$ cat src/rtl/id_hazard_ctrl.sv
// rtl/id_hazard_ctrl.sv - ID-stage hazard, branch-flush and memory-stall pipeline control
module id_hazard_ctrl (
    input  logic        clk,
    input  logic        rst,
    input  logic [3:0]  id_src1,
    input  logic [3:0]  id_src2,
    input  logic        id_two_src,
    input  logic        exe_wb_en,
    input  logic [3:0]  exe_dest,
    input  logic        exe_mem_read,
    input  logic        mem_wb_en,
    input  logic [3:0]  mem_dest,
    input  logic        fwd_en,
    input  logic        branch_taken,
    input  logic        mem_req,
    input  logic        mem_ready,
    output logic        freeze_if,
    output logic        freeze_ifid,
    output logic        flush_ifid,
    output logic        flush_idex,
    output logic        freeze_all,
    output logic        mem_timeout,
    output logic [15:0] hazard_stalls,
    output logic [15:0] mem_wait_cycles
);

    typedef enum logic [1:0] {RUN, WAIT, ERR} state_t;

    state_t     state;
    logic [7:0] wait_cnt;
    logic       exe_match;
    logic       mem_match;
    logic       raw_hazard;
    logic       mem_stall;
    logic       bubble;

    always_comb begin
        exe_match = (id_src1 == exe_dest) || (id_two_src && (id_src2 == exe_dest));
        mem_match = (id_src1 == mem_dest) || (id_two_src && (id_src2 == mem_dest));
        // With forwarding only a load in EXE cannot be bypassed in time.
        if (fwd_en)
            raw_hazard = exe_wb_en && exe_mem_read && exe_match;
        else
            raw_hazard = (exe_wb_en && exe_match) || (mem_wb_en && mem_match);
    end

    assign mem_stall  = mem_req && !mem_ready;
    assign freeze_all = (state == ERR) || mem_stall;

    always_comb begin
        freeze_if   = 1'b0;
        freeze_ifid = 1'b0;
        flush_ifid  = 1'b0;
        flush_idex  = 1'b0;
        bubble      = 1'b0;
        if (!freeze_all) begin
            if (branch_taken) begin
                flush_ifid = 1'b1;
                flush_idex = 1'b1;
            end else if (raw_hazard) begin
                freeze_if   = 1'b1;
                freeze_ifid = 1'b1;
                flush_idex  = 1'b1;
                bubble      = 1'b1;
            end
        end
    end

    always_ff @(posedge clk or posedge rst) begin
        if (rst) begin
            state       <= RUN;
            wait_cnt    <= 8'd0;
            mem_timeout <= 1'b0;
        end else begin
            case (state)
                RUN: begin
                    if (mem_stall) begin
                        state    <= WAIT;
                        wait_cnt <= 8'd0;
                    end
                end
                WAIT: begin
                    if (mem_ready) begin
                        state <= RUN;
                    end else if (wait_cnt == 8'd255) begin
                        state       <= ERR;
                        mem_timeout <= 1'b1;
                    end else begin
                        wait_cnt <= wait_cnt + 8'd1;
                    end
                end
                ERR: begin
                    state       <= ERR;
                    mem_timeout <= 1'b1;
                end
                default: begin
                    state <= RUN;
                end
            endcase
        end
    end

    always_ff @(posedge clk or posedge rst) begin
        if (rst) begin
            hazard_stalls   <= 16'd0;
            mem_wait_cycles <= 16'd0;
        end else begin
            if (bubble && (hazard_stalls != 16'hFFFF))
                hazard_stalls <= hazard_stalls + 16'd1;
            if (mem_stall && (state != ERR) && (mem_wait_cycles != 16'hFFFF))
                mem_wait_cycles <= mem_wait_cycles + 16'd1;
        end
    end

endmodule

$ cat config.mk
export PLATFORM = sky130hd
export DESIGN_NAME = id_hazard_ctrl
export DESIGN_NICKNAME = d
export VERILOG_FILES = /design/src/rtl/id_hazard_ctrl.sv
export SDC_FILE = /design/constraint.sdc
export NUM_CORES = 1
export LEC_CHECK = 0
export ABC_AREA = 1
export BUFFER_PORTS_ARGS = -buffer_cell sky130_fd_sc_hd__buf_2
export CORE_AREA = 2 2 87 89
export CTS_CLUSTER_DIAMETER = 100
export CTS_CLUSTER_SIZE = 12
export DETAILED_ROUTE_END_ITERATION = 7
export DIE_AREA = 0 0 89 91
export GPL_TIMING_DRIVEN = 0
export PLACE_DENSITY_LB_ADDON = 0.15
export SYNTH_ARGS = -nofsm -noshare
export SYNTH_HDL_FRONTEND = slang
export SYNTH_SLANG_ARGS = --single-unit
$ cat constraint.sdc
create_clock -name clk -period 2.1 [get_ports clk]
set_clock_uncertainty 0.1 [all_clocks]
set_input_delay 0.315 -clock clk [delete_from_list [all_inputs] [get_ports clk]]
set_output_delay 0.315 -clock clk [all_outputs]
set_load 0.005 [all_outputs]
==> impl_metrics.env <==
export IMPL_status="complete, no violations"
export IMPL_finalWirelength_mm=6.177
export IMPL_power_density_mw_per_mm2=459.9
export IMPL_path_clk_slew_ps=90
export IMPL_ant_nets=0
export IMPL_rows=31
export IMPL_maxCapViolCount=0
export IMPL_io_buffers=63
export IMPL_final_util=0.4684
export IMPL_dieHeight_um=91
export IMPL_grt_pass1_wl_mm=10.69
export IMPL_ios=64
export IMPL_final_setup_worst_slack_ps=167.8
export IMPL_syn_area_mm2=0.002760
export IMPL_cts_tree="yes"
export IMPL_required_ps=1680
export IMPL_ir_worst_vdd_uv=279.9
export IMPL_post_route_period_util=0.9201
export IMPL_fmax_mhz=517.6
export IMPL_grt_max_degree=35
export IMPL_hold_viol_final=0
export IMPL_slew_headroom=0.7992
export IMPL_drive_gt1_frac=0.2227
export IMPL_dp_cells=539
export IMPL_vias_per_cell=4.670
export IMPL_areaGrowthSynthToFinish_pct=21.12
export IMPL_min_period_ps=1932
export IMPL_gp_congestion=0.8053
export IMPL_cp_start_kind="register"
export IMPL_clk_path_buf_depth=2
export IMPL_drc_errors=0
export IMPL_initial_core_util=0.3867
export IMPL_synth_seq_cells=43
export IMPL_core_mm2=0.007137
export IMPL_dr_pass1_iters=4
export IMPL_use_met2=0.2488
export IMPL_worstMarginPinSlew_ps=300.5
export IMPL_first_global_vias=2337
export IMPL_die_area_mm2=0.008099
export IMPL_setup_viol=0
export IMPL_grt_use_met3=0.03273
export IMPL_busiest_layer="met2"
export IMPL_synth_cell_types=31
export IMPL_antenna_found_initial=0
export IMPL_ys_seq_area_frac=0.3898
export IMPL_place_hpwl_mm=4.686
export IMPL_cp_arrival_ps=1520
export IMPL_antenna_cells=0
export IMPL_vias=2559
export IMPL_grtUsageMet1=0.2331
export IMPL_cts_sinks=43
export IMPL_synth_nets=405
export IMPL_wl_per_cell_um=11.27
export IMPL_multi_input_area_mm2=0.001468
export IMPL_criticalPathCategory="reg2out"
export IMPL_endpoint_kind="output port"
export IMPL_synthesis_instances=376
export IMPL_ff_latch_area_mm2=0.001076
export IMPL_overflow=0
export IMPL_cts_htree_levels=2
export IMPL_hold_path_class="in2reg"
export IMPL_drt_initial_drc_count=85
export IMPL_place_ws_ps=51.62
export IMPL_fillers=742
export IMPL_die_x_um=89
export IMPL_synth_area_per_cell_um2=7.341
export IMPL_clockRootBuffer="clkbuf_8"
export IMPL_p_leak_nw=1.844
export IMPL_clock_latency_ps=300
export IMPL_crit_fanout=5
export IMPL_final_nets=477
export IMPL_slew_viol_final=0
export IMPL_grt_usage=0.1611
export IMPL_numCtsBuffers=5
export IMPL_instances_no_fill=548
export IMPL_ys_warn_count=0
## flip-flops by register name, summed over array words and instances (netlist names)
name,flops
hazard_stalls,16
mem_timeout,1
mem_wait_cycles,16
state,2
wait_cnt,8
## synthesized netlist by cell type
cell type | instances | area, um^2
a21boi_0 | 1 | 7.510
a21oi_1 | 3 | 15.01
and3_1 | 1 | 6.260
buf_2 | 4 | 20.02
buf_4 | 1 | 7.510
buf_6 | 2 | 22.52
dfrtp_1 | 43 | 1076
ha_1 | 3 | 37.54
inv_1 | 42 | 157.7
inv_2 | 5 | 18.77
nand2_1 | 124 | 465.5
nand2_2 | 2 | 12.51
nand2_4 | 1 | 11.26
nand3_1 | 17 | 85.08
nand3_2 | 1 | 10.01
nand3_4 | 1 | 17.52
nand3b_1 | 1 | 7.510
nand3b_4 | 1 | 20.02
nand4_1 | 19 | 118.9
nor2_1 | 40 | 150.1
nor2_2 | 1 | 6.260
nor2_4 | 3 | 33.78
nor3_1 | 11 | 55.05
nor3_2 | 1 | 10.01
o21ai_0 | 2 | 10.01
o21ai_1 | 4 | 20.02
o21ai_2 | 1 | 8.760
o31ai_1 | 4 | 30.03
or2_2 | 2 | 12.51
xnor2_1 | 15 | 131.4
xor2_1 | 20 | 175.2
## through the flow
step	instance area, um^2	setup TNS (ps)	total power [mW]	hold slack (ps)
2_1_floorplan	2760	0	0.9027	364.9
3_3_place_gp	3199	-1004	0.9489	346.6
3_5_place_dp	3219	0	0.9553	158.8
4_1_cts	3333	0	1.568	245.3
5_1_grt	3343	-0.5490	1.616	277.7
6_report	3343	0	1.538	254.1
## power breakdown
group          internal [mW]  switching, mW
sequential             0.827              0
clock                  0.300          0.299
combinational         0.0441         0.0672
total                   1.17          0.367
## area by class of cell
class,count,area share
inverter,47,0.05277
clock buffer,7,0.02882
tap,99,0.03705
timing repair buffer,65,0.1033
clock inverter,1,0.002246
multi-input combinational,279,0.4390
sequential,43,0.3219
buffer,7,0.01497
## critical path: stages, from the launching register on
cell and delay [ps]:
dfrtp_1 380, inv_1 70, nor2_1 50, inv_1 60, nand2_1 180, nor3_2 250
buf_4 130, buf_2 100
## cell usage in the layout, fill, tap and decap left out, types with 4 or more instances in the layout
master	netlist	routed
nand2_1	124	124
inv_1	42	41
buf_2	4	67
nor3_1	11	10
o21ai_1	4	4
o31ai_1	4	4
clkbuf_8	0	7
xor2_1	20	20
nand3_1	17	17
nand4_1	19	19
xnor2_1	15	15
inv_2	5	6
nor2_1	40	40
dfrtp_1	43	43
## worst paths after layout
path / slack [ps] / startpoint / endpoint / cells past startpoint
worst max-delay path: 170 / state[1] / freeze_ifid / 7
worst min-delay path: 250 / mem_ready / wait_cnt[1] / 4
worst max register to register: 180 / hazard_stalls[0] / hazard_stalls[10] / 9
worst min register to register: 380 / mem_timeout / mem_timeout / 1
max in group asynchronous: 1050 / rst / mem_wait_cycles[0] / 4
min in group asynchronous: 390 / rst / hazard_stalls[2] / 3
## logic make-up (layout without fill, tap and decap cells)
logic type | after synthesis | after routing | synth area share
flip-flops | 43 | 43 | 0.3898
AO/OA/AOI/OAI | 15 | 15 | 0.03309
XOR/XNOR | 35 | 35 | 0.1111
buffers and inverters | 54 | 127 | 0.08205
AND/OR/NAND/NOR | 226 | 226 | 0.3704
adder cells (fa/ha/maj) | 3 | 3 | 0.01360
## metal layers
layer | wire, um | vias up
li1 | - | 1328
met1 | 3051 | 1176
met2 | 2843 | 51
met3 | 234 | 4
met4 | 47 | 0
met5 | 0 | -
## timing repair
item                                    in CTS  in global routing
hold buffers                                 1                  0
resized for setup                            0                  2
endpoints found under the setup margin       0                  2
buffers inserted                             0                  0
endpoints found under the hold margin        9                  0
Note: power is estimated with default switching activity, not from simulation.
